===== src/rtl/cpu_ctrl_pkg.sv =====
// Shared definitions for the hardwired control sequencer: opcodes, ALU op
// codes, step encodings, instruction classes and the control-strobe bundle.
package cpu_ctrl_pkg;

   localparam int OPC_W   = 5;
   localparam int STATE_W = 5;

   // Instruction opcodes (IR[31:27])
   localparam logic [OPC_W-1:0] OP_LD   = 5'b00000;
   localparam logic [OPC_W-1:0] OP_LDI  = 5'b00001;
   localparam logic [OPC_W-1:0] OP_ST   = 5'b00010;
   localparam logic [OPC_W-1:0] OP_ADD  = 5'b00011;
   localparam logic [OPC_W-1:0] OP_SUB  = 5'b00100;
   localparam logic [OPC_W-1:0] OP_AND  = 5'b00101;
   localparam logic [OPC_W-1:0] OP_OR   = 5'b00110;
   localparam logic [OPC_W-1:0] OP_ROR  = 5'b00111;
   localparam logic [OPC_W-1:0] OP_ROL  = 5'b01000;
   localparam logic [OPC_W-1:0] OP_SHR  = 5'b01001;
   localparam logic [OPC_W-1:0] OP_SHL  = 5'b01011;
   localparam logic [OPC_W-1:0] OP_ADDI = 5'b01100;
   localparam logic [OPC_W-1:0] OP_ANDI = 5'b01101;
   localparam logic [OPC_W-1:0] OP_ORI  = 5'b01110;
   localparam logic [OPC_W-1:0] OP_MUL  = 5'b01111;
   localparam logic [OPC_W-1:0] OP_DIV  = 5'b10000;
   localparam logic [OPC_W-1:0] OP_BRZR = 5'b10011;
   localparam logic [OPC_W-1:0] OP_BRNZ = 5'b10100;
   localparam logic [OPC_W-1:0] OP_BRPL = 5'b10101;
   localparam logic [OPC_W-1:0] OP_BRMI = 5'b10110;
   localparam logic [OPC_W-1:0] OP_MFHI = 5'b11000;
   localparam logic [OPC_W-1:0] OP_MFLO = 5'b11001;
   localparam logic [OPC_W-1:0] OP_NOP  = 5'b11010;
   localparam logic [OPC_W-1:0] OP_HALT = 5'b11011;

   // The ALU is driven with the R-type opcode of the operation it performs
   localparam logic [OPC_W-1:0] ALU_ADD = OP_ADD;
   localparam logic [OPC_W-1:0] ALU_AND = OP_AND;
   localparam logic [OPC_W-1:0] ALU_OR  = OP_OR;

   typedef enum logic [STATE_W-1:0] {
      ST_T0    = 5'd0,
      ST_T1    = 5'd1,
      ST_T2    = 5'd2,
      ST_T3    = 5'd3,
      ST_T4    = 5'd4,
      ST_T5    = 5'd5,
      ST_T6    = 5'd6,
      ST_T7    = 5'd7,
      ST_HALT  = 5'd8,
      ST_FAULT = 5'd9
   } state_t;

   typedef enum logic [3:0] {
      CL_NONE, CL_ALU, CL_MULDIV, CL_IMM, CL_LDI, CL_LD, CL_ST,
      CL_BR, CL_MFHI, CL_MFLO, CL_NOP, CL_HALT, CL_ILLEGAL
   } cls_t;

   // Field order matches the port concatenation in the top module
   typedef struct packed {
      logic pc_sel, mdr_sel, zlo_sel, zhi_sel, hi_sel, lo_sel, c_sel, r_sel;
      logic pc_en, pc_inc, ir_en, y_en, z_en, mar_en, mdr_en, hi_en, lo_en,
            r_en, con_en;
      logic rd, wr, gra, grb, grc, baout;
   } ctrl_t;

   function automatic cls_t decode_class(input logic [OPC_W-1:0] op);
      case (op)
         OP_ADD, OP_SUB, OP_AND, OP_OR,
         OP_SHL, OP_SHR, OP_ROL, OP_ROR:     decode_class = CL_ALU;
         OP_MUL, OP_DIV:                     decode_class = CL_MULDIV;
         OP_ADDI, OP_ANDI, OP_ORI:           decode_class = CL_IMM;
         OP_LDI:                             decode_class = CL_LDI;
         OP_LD:                              decode_class = CL_LD;
         OP_ST:                              decode_class = CL_ST;
         OP_BRZR, OP_BRNZ, OP_BRPL, OP_BRMI: decode_class = CL_BR;
         OP_MFHI:                            decode_class = CL_MFHI;
         OP_MFLO:                            decode_class = CL_MFLO;
         OP_NOP:                             decode_class = CL_NOP;
         OP_HALT:                            decode_class = CL_HALT;
         default:                            decode_class = CL_ILLEGAL;
      endcase
   endfunction

   // Immediate forms reuse the register-form ALU operation
   function automatic logic [OPC_W-1:0] alu_op_of(input logic [OPC_W-1:0] op);
      case (op)
         OP_ADDI: alu_op_of = ALU_ADD;
         OP_ANDI: alu_op_of = ALU_AND;
         OP_ORI:  alu_op_of = ALU_OR;
         default: alu_op_of = op;
      endcase
   endfunction

endpackage


===== src/rtl/mem_wait_timer.sv =====
// Counts cycles spent waiting for mem_ready in a memory step and flags the
// last allowed cycle so the sequencer can fault instead of waiting forever.
module mem_wait_timer #(
   parameter int MEM_TIMEOUT = 15
) (
   input  logic clk,
   input  logic clear,
   input  logic active,
   input  logic ready,
   output logic timeout
);

   localparam int CNT_W = (MEM_TIMEOUT < 2) ? 1 : $clog2(MEM_TIMEOUT);
   localparam logic [CNT_W-1:0] LAST = CNT_W'(MEM_TIMEOUT - 1);

   logic [CNT_W-1:0] count;

   // Restart on every entry to a wait step; saturate on the final cycle
   always_ff @(posedge clk) begin
      if (!clear || !active)
         count <= '0;
      else if (count != LAST)
         count <= count + CNT_W'(1);
   end

   assign timeout = active && !ready && (count == LAST);

endmodule


===== src/rtl/control_sequencer.sv =====
// Hardwired control unit: fetch T0-T2, class-specific execute T3-T7,
// memory handshake with timeout, run/halt and illegal-opcode faulting.
module control_sequencer
   import cpu_ctrl_pkg::*;
#(
   parameter int OPCODE_W    = 5,
   parameter int MEM_TIMEOUT = 15,
   parameter int STEP_W      = 5
) (
   input  logic                clk,
   input  logic                clear,
   input  logic                run,
   input  logic [OPCODE_W-1:0] ir_opcode,
   input  logic                con_output,
   input  logic                mem_ready,
   output logic                PC_select,
   output logic                MDR_select,
   output logic                Z_LO_select,
   output logic                Z_HI_select,
   output logic                HI_select,
   output logic                LO_select,
   output logic                c_select,
   output logic                r_select,
   output logic                PC_enable,
   output logic                PC_increment_enable,
   output logic                IR_enable,
   output logic                Y_enable,
   output logic                Z_enable,
   output logic                MAR_enable,
   output logic                MDR_enable,
   output logic                HI_enable,
   output logic                LO_enable,
   output logic                r_enable,
   output logic                con_enable,
   output logic                read,
   output logic                write,
   output logic                Gra,
   output logic                Grb,
   output logic                Grc,
   output logic                BAout,
   output logic [OPCODE_W-1:0] alu_instruction,
   output logic                halted,
   output logic                fault,
   output logic [STEP_W-1:0]   step_state
);

   state_t              state, state_nxt;
   cls_t                cls, cls_nxt;
   logic [OPCODE_W-1:0] alu_q, alu_nxt;
   logic [OPCODE_W-1:0] alu_out;
   ctrl_t               ctrl, ctrl_o;
   logic                wait_active;
   logic                mem_timeout;

   // Steps that sit on the memory handshake
   assign wait_active = (state == ST_T1) ||
                        ((state == ST_T6) && (cls == CL_LD)) ||
                        ((state == ST_T7) && (cls == CL_ST));

   mem_wait_timer #(
      .MEM_TIMEOUT (MEM_TIMEOUT)
   ) u_timer (
      .clk     (clk),
      .clear   (clear),
      .active  (wait_active),
      .ready   (mem_ready),
      .timeout (mem_timeout)
   );

   // State, latched instruction class and ALU op
   always_ff @(posedge clk) begin
      if (!clear) begin
         state <= ST_T0;
         cls   <= CL_NONE;
         alu_q <= '0;
      end else begin
         state <= state_nxt;
         cls   <= cls_nxt;
         alu_q <= alu_nxt;
      end
   end

   // Next-step and strobe decode
   always_comb begin
      state_nxt = state;
      cls_nxt   = cls;
      alu_nxt   = alu_q;
      ctrl      = '0;
      alu_out   = '0;
      case (state)
         ST_T0: begin
            if (run) begin
               ctrl.pc_sel = 1'b1;
               ctrl.mar_en = 1'b1;
               state_nxt   = ST_T1;
            end
         end
         ST_T1: begin
            ctrl.rd     = 1'b1;
            ctrl.mdr_en = 1'b1;
            if (mem_ready) begin
               ctrl.pc_inc = 1'b1;
               state_nxt   = ST_T2;
            end else if (mem_timeout) begin
               state_nxt = ST_FAULT;
            end
         end
         ST_T2: begin
            ctrl.mdr_sel = 1'b1;
            ctrl.ir_en   = 1'b1;
            state_nxt    = ST_T3;
         end
         ST_T3: begin
            cls_nxt   = decode_class(ir_opcode);
            alu_nxt   = alu_op_of(ir_opcode);
            state_nxt = ST_T4;
            case (cls_nxt)
               CL_ALU, CL_IMM: begin
                  ctrl.grb = 1'b1; ctrl.r_sel = 1'b1; ctrl.y_en = 1'b1;
               end
               CL_MULDIV: begin
                  ctrl.gra = 1'b1; ctrl.r_sel = 1'b1; ctrl.y_en = 1'b1;
               end
               CL_LDI, CL_LD, CL_ST: begin
                  ctrl.grb = 1'b1; ctrl.baout = 1'b1; ctrl.y_en = 1'b1;
               end
               CL_BR: begin
                  ctrl.gra = 1'b1; ctrl.r_sel = 1'b1; ctrl.con_en = 1'b1;
               end
               CL_MFHI: begin
                  ctrl.hi_sel = 1'b1; ctrl.gra = 1'b1; ctrl.r_en = 1'b1;
                  state_nxt = ST_T0;
               end
               CL_MFLO: begin
                  ctrl.lo_sel = 1'b1; ctrl.gra = 1'b1; ctrl.r_en = 1'b1;
                  state_nxt = ST_T0;
               end
               CL_NOP:  state_nxt = ST_T0;
               CL_HALT: state_nxt = ST_HALT;
               default: state_nxt = ST_FAULT;
            endcase
         end
         ST_T4: begin
            state_nxt = ST_T5;
            case (cls)
               CL_ALU: begin
                  ctrl.grc = 1'b1; ctrl.r_sel = 1'b1; ctrl.z_en = 1'b1;
                  alu_out = alu_q;
               end
               CL_MULDIV: begin
                  ctrl.grb = 1'b1; ctrl.r_sel = 1'b1; ctrl.z_en = 1'b1;
                  alu_out = alu_q;
               end
               CL_IMM: begin
                  ctrl.c_sel = 1'b1; ctrl.z_en = 1'b1;
                  alu_out = alu_q;
               end
               CL_LDI, CL_LD, CL_ST: begin
                  ctrl.c_sel = 1'b1; ctrl.z_en = 1'b1;
                  alu_out = OPCODE_W'(ALU_ADD);
               end
               CL_BR: begin
                  ctrl.pc_sel = 1'b1; ctrl.y_en = 1'b1;
               end
               default: state_nxt = ST_FAULT;
            endcase
         end
         ST_T5: begin
            case (cls)
               CL_ALU, CL_IMM, CL_LDI: begin
                  ctrl.zlo_sel = 1'b1; ctrl.gra = 1'b1; ctrl.r_en = 1'b1;
                  state_nxt = ST_T0;
               end
               CL_MULDIV: begin
                  ctrl.zlo_sel = 1'b1; ctrl.lo_en = 1'b1;
                  state_nxt = ST_T6;
               end
               CL_LD, CL_ST: begin
                  ctrl.zlo_sel = 1'b1; ctrl.mar_en = 1'b1;
                  state_nxt = ST_T6;
               end
               CL_BR: begin
                  ctrl.c_sel = 1'b1; ctrl.z_en = 1'b1;
                  alu_out = OPCODE_W'(ALU_ADD);
                  state_nxt = ST_T6;
               end
               default: state_nxt = ST_FAULT;
            endcase
         end
         ST_T6: begin
            case (cls)
               CL_MULDIV: begin
                  ctrl.zhi_sel = 1'b1; ctrl.hi_en = 1'b1;
                  state_nxt = ST_T0;
               end
               CL_LD: begin
                  ctrl.rd = 1'b1; ctrl.mdr_en = 1'b1;
                  if (mem_ready)        state_nxt = ST_T7;
                  else if (mem_timeout) state_nxt = ST_FAULT;
               end
               CL_ST: begin
                  ctrl.gra = 1'b1; ctrl.r_sel = 1'b1; ctrl.mdr_en = 1'b1;
                  state_nxt = ST_T7;
               end
               CL_BR: begin
                  ctrl.zlo_sel = 1'b1;
                  ctrl.pc_en   = con_output;
                  state_nxt    = ST_T0;
               end
               default: state_nxt = ST_FAULT;
            endcase
         end
         ST_T7: begin
            case (cls)
               CL_LD: begin
                  ctrl.mdr_sel = 1'b1; ctrl.gra = 1'b1; ctrl.r_en = 1'b1;
                  state_nxt = ST_T0;
               end
               CL_ST: begin
                  ctrl.wr = 1'b1;
                  if (mem_ready)        state_nxt = ST_T0;
                  else if (mem_timeout) state_nxt = ST_FAULT;
               end
               default: state_nxt = ST_FAULT;
            endcase
         end
         ST_HALT:  state_nxt = ST_HALT;
         ST_FAULT: state_nxt = ST_FAULT;
         default:  state_nxt = ST_FAULT;
      endcase
   end

   // While clear is low nothing may fire, even from a mid-instruction step
   assign ctrl_o          = clear ? ctrl : '0;
   assign alu_instruction = clear ? alu_out : '0;
   assign halted          = clear && (state == ST_HALT);
   assign fault           = clear && (state == ST_FAULT);
   assign step_state      = clear ? STEP_W'(state) : '0;

   assign {PC_select, MDR_select, Z_LO_select, Z_HI_select, HI_select,
           LO_select, c_select, r_select,
           PC_enable, PC_increment_enable, IR_enable, Y_enable, Z_enable,
           MAR_enable, MDR_enable, HI_enable, LO_enable, r_enable, con_enable,
           read, write, Gra, Grb, Grc, BAout} = ctrl_o;

endmodule


===== config.mk =====
export PLATFORM = sky130hd
export DESIGN_NAME = control_sequencer
export DESIGN_NICKNAME = d
export VERILOG_FILES = /design/src/rtl/cpu_ctrl_pkg.sv /design/src/rtl/mem_wait_timer.sv /design/src/rtl/control_sequencer.sv
export SDC_FILE = /design/constraint.sdc
export NUM_CORES = 1
export LEC_CHECK = 0
export CORE_MARGIN = 1.5
export CORE_UTILIZATION = 40
export DETAILED_ROUTE_END_ITERATION = 7
export GPL_ROUTABILITY_DRIVEN = 0
export GPL_TIMING_DRIVEN = 1
export PLACE_DENSITY = 0.67
export SYNTH_ARGS = -nofsm -noshare
export SYNTH_HDL_FRONTEND = slang
export SYNTH_SLANG_ARGS = --single-unit
export TNS_END_PERCENT = 1

===== constraint.sdc =====
create_clock -name clk -period 2.25 [get_ports clk]
set_clock_uncertainty 0.05 [all_clocks]
set_input_delay 0.225 -clock clk [delete_from_list [all_inputs] [get_ports clk]]
set_output_delay 0.225 -clock clk [all_outputs]
set_load 0.02 [all_outputs]

==> impl_metrics.json <==
{
  "rr_worst_depth": 8,
  "synth_cell_type_count": 62,
  "drtPass1Iterations": 5,
  "multiInputGateArea_mm2": 0.00163,
  "clockPowerShare_pct": 30.2,
  "synthArstFlopShare_pct": 0,
  "routed_wl_um": 6690,
  "synth_flop_cell": "dfxtp_1",
  "syn_area_mm2": 0.00193,
  "start_kind": "primary input",
  "drv_slew": 0,
  "r2r-end": "state[3]",
  "p_switching_mw": 0.305,
  "cts-root-buf": "clkbuf_8",
  "fp-row-count": 25,
  "synth_edf_count": 0,
  "overflow": 0,
  "synthXorXnorAreaFrac_pct": 0.909,
  "finalSetupViolations": 0,
  "pre_cts_ws_ps": -901,
  "rsz0062_at_grt": "yes",
  "antenna_left": 0,
  "worstReg2RegStart": "state[1]",
  "nets": 400,
  "fillers": 415,
  "p_sw_share_pct": 32.6,
  "worstPathMaxFanout": 5,
  "cp_top_family": "simple AND/OR/NAND/NOR gates",
  "synth-seq-cells": 18,
  "power_frac_comb_pct": 34.4,
  "synth_compound_area_share_pct": 26.4,
  "critPathArrivalTime_ps": 1960,
  "area_growth_pct": 57.4,
  "seq_area_frac_synth_pct": 18.7,
  "numCtsBuffers": 3,
  "p_seq_share_pct": 35.4,
  "io_buffers": 46,
  "final.period_utilization_pct": 99.1,
  "outcome": "finished clean",
  "core_area_mm2": 0.00469,
  "whs_endpoint": "alu_q[0]",
  "grt_pass1_vias": 2230,
  "via_count": 2442,
  "muxShareOfSynthArea_pct": 1.69,
  "vdd_ir_drop_max_mv": 0.188,
  "synth_cells": 283,
  "h-tree-depth": 1,
  "hp-start": "ir_opcode[0]",
  "worstSkewPairLatency_ps": 270,
  "die_h_um": 72.4,
  "track_usage_pct": 25.3,
  "max_freq_mhz": 448,
  "clk_path_buf_depth": 2,
  "initial_core_util_pct": 41.1,
  "synth_top_area_cell": "dfxtp_1",
  "drv_cap": 0,
  "synthTopCellsByArea": "dfxtp_1 (19%), nand2_1 (7.6%), nor2_1 (6.0%)",
  "cts_tree": "yes",
  "drt_iter0_markers": 250,
  "synth_warnings": 0,
  "path_buf_inv": 3,
  "setup_slack_ps": 19.3,
  "grt_max_degree": 16,
  "cts.sinks": 18,
  "slowest_stage": "or3b_4",
  "register_area_um2": 367,
  "syn_area_per_cell_um2": 6.81,
  "num_io_pins": 47,
  "slowest_delay_ps": 460,
  "rrSetupSlack_ps": 300,
  "synth-simple-area-share_pct": 40.5,
  "final_common_cell": "buf_4",
  "postCtsHoldBufs": 0,
  "num_antenna_cells": 0,
  "synthAdderAreaFrac_pct": 5.06,
  "p_total_mw": 0.937,
  "hpwl_um": 5030,
  "die_w_um": 72.4,
  "endpoint_kind": "output port",
  "final_cell_mix": "buf_4 (70), nand2_1 (37), nor2_1 (27)",
  "drive_gt1_share_pct": 35.9,
  "worstPathCellList": "clkbuf_4, inv_1, ha_4, a211oi_4, o31a_2, or3b_4, nor2_4, buf_6",
  "clk_pin_slew_ps": 80,
  "power_density_mw_per_mm2": 309,
  "fin_crit_ps": 2230,
  "drc": 0,
  "synth_top_family_by_area": "simple AND/OR/NAND/NOR gates",
  "antenna_found_initial": 0,
  "vias_per_cell": 5.60,
  "instances_no_fill": 436,
  "required_ps": 1980,
  "dieArea_mm2": 0.00524,
  "hold_violations": 0,
  "synth_top_area_share_pct": 18.7,
  "synth_nets": 300,
  "power_leakage_nw": 1.32,
  "worstHoldPathType": "primary input to flop",
  "intPower_mw": 0.632,
  "hold_depth": 4,
  "grt_pass1_wl_um": 10400,
  "dp_cells": 430,
  "wire_per_inst_um": 15.3,
  "critPathKind": "primary input to output port"
}
## kinds of logic (layout without fill, tap and decap cells)
group	count (synthesis)	in the layout
muxes	3	3
AOI/OAI and AO/OA	75	75
adders and majority gates	8	8
DFF	18	18
buffers and inverters	26	125
other	1	1
and+or+nand+nor	150	150
xor gates and xnor gates	2	2
## area by class of cell
class	count	area share, %
sequential	18	12.1
multi-input combinational	239	53.8
tap	54	2.23
timing repair buffer	113	29.0
inverter	8	1.07
clock buffer	4	1.82
## Yosys cell counts, types with 2 or more instances
master / count
a22oi_1: 2
nand3_1: 13
nor2_2: 3
nor4_1: 4
dfxtp_1: 18
a21oi_1: 10
a32oi_1: 2
a211oi_1: 3
o32ai_1: 4
inv_1: 7
a31oi_1: 9
o22ai_1: 3
nand2_1: 39
nand2b_1: 10
nor2b_1: 6
o21ai_0: 15
and2_1: 11
a21boi_0: 6
nor3_1: 9
buf_4: 4
o21a_1: 4
o211a_1: 2
and3_1: 5
nor2_1: 31
clkbuf_1: 4
buf_2: 10
nand4_1: 4
a41oi_1: 3
ha_1: 7
or2_1: 2
o21ai_1: 2
## power by group through the flow
| stage | Clock, mW | Combinational, mW | Sequential (mW) |
|---|---|---|---|
| 6_report | 0.283 | 0.322 | 0.332 |
| 5_1_grt | 0.297 | 0.346 | 0.333 |
| 4_1_cts | 0.288 | 0.292 | 0.332 |
| 3_5_place_dp | 0 | 0.274 | 0.339 |
| 3_3_place_gp | 0 | 0.271 | 0.339 |
| 2_1_floorplan | 0 | 0.152 | 0.336 |
## worst register-to-register path: stages (launching register included)
cell	delay, ps
dfxtp_1	370
buf_4	190
buf_4	130
nor2_1	140
buf_4	170
nand2_1	70
a211oi_1	320
and4_1	250
a41oi_1	120
## layer usage
metal | GRT usage, % | share of wire (%)
met4 | 7.34 | 1.7
met3 | 2.92 | 3.7
met1 | 30.0 | 42
met2 | 47.7 | 52
met5 | 0 | 0
## worst max-delay path by stage
stage                     slack, ps  depth (start not counted)          from        end
final                            20                          8  ir_opcode[1]  LO_select
after global routing            -50                         10  ir_opcode[1]        Gra
after CTS                       -70                         10  ir_opcode[1]        Gra
after detailed placement       -900                         10  ir_opcode[1]   Y_enable
after global placement         -840                         10  ir_opcode[1]        Gra
after floorplan                  50                          8  ir_opcode[0]   Y_enable
## metrics by stage
step	hold slack (ps)	setup TNS, ps	util, %	area [um^2]
3_5_place_dp	401	-9060	60.7	2850
2_1_floorplan	328	0	-	1930
6_report	346	0	64.6	3030
3_3_place_gp	398	-8240	60.7	2850
5_1_grt	358	-105	64.6	3030
4_1_cts	412	-210	63.1	2960
## sequential cells by signal, indices dropped and copies added (netlist names)
| signal | flops |
|---|---|
| state | 5 |
| u_timer.count | 4 |
| alu_q | 5 |
| cls | 4 |
## what timing repair did
item	4_1_cts	5_1_grt
setup buffers	1	1
pin swaps	4	8
gates resized for setup	107	39
setup endpoints to repair	33	21
gates cloned	0	0
(Power assumes the default switching activity.)
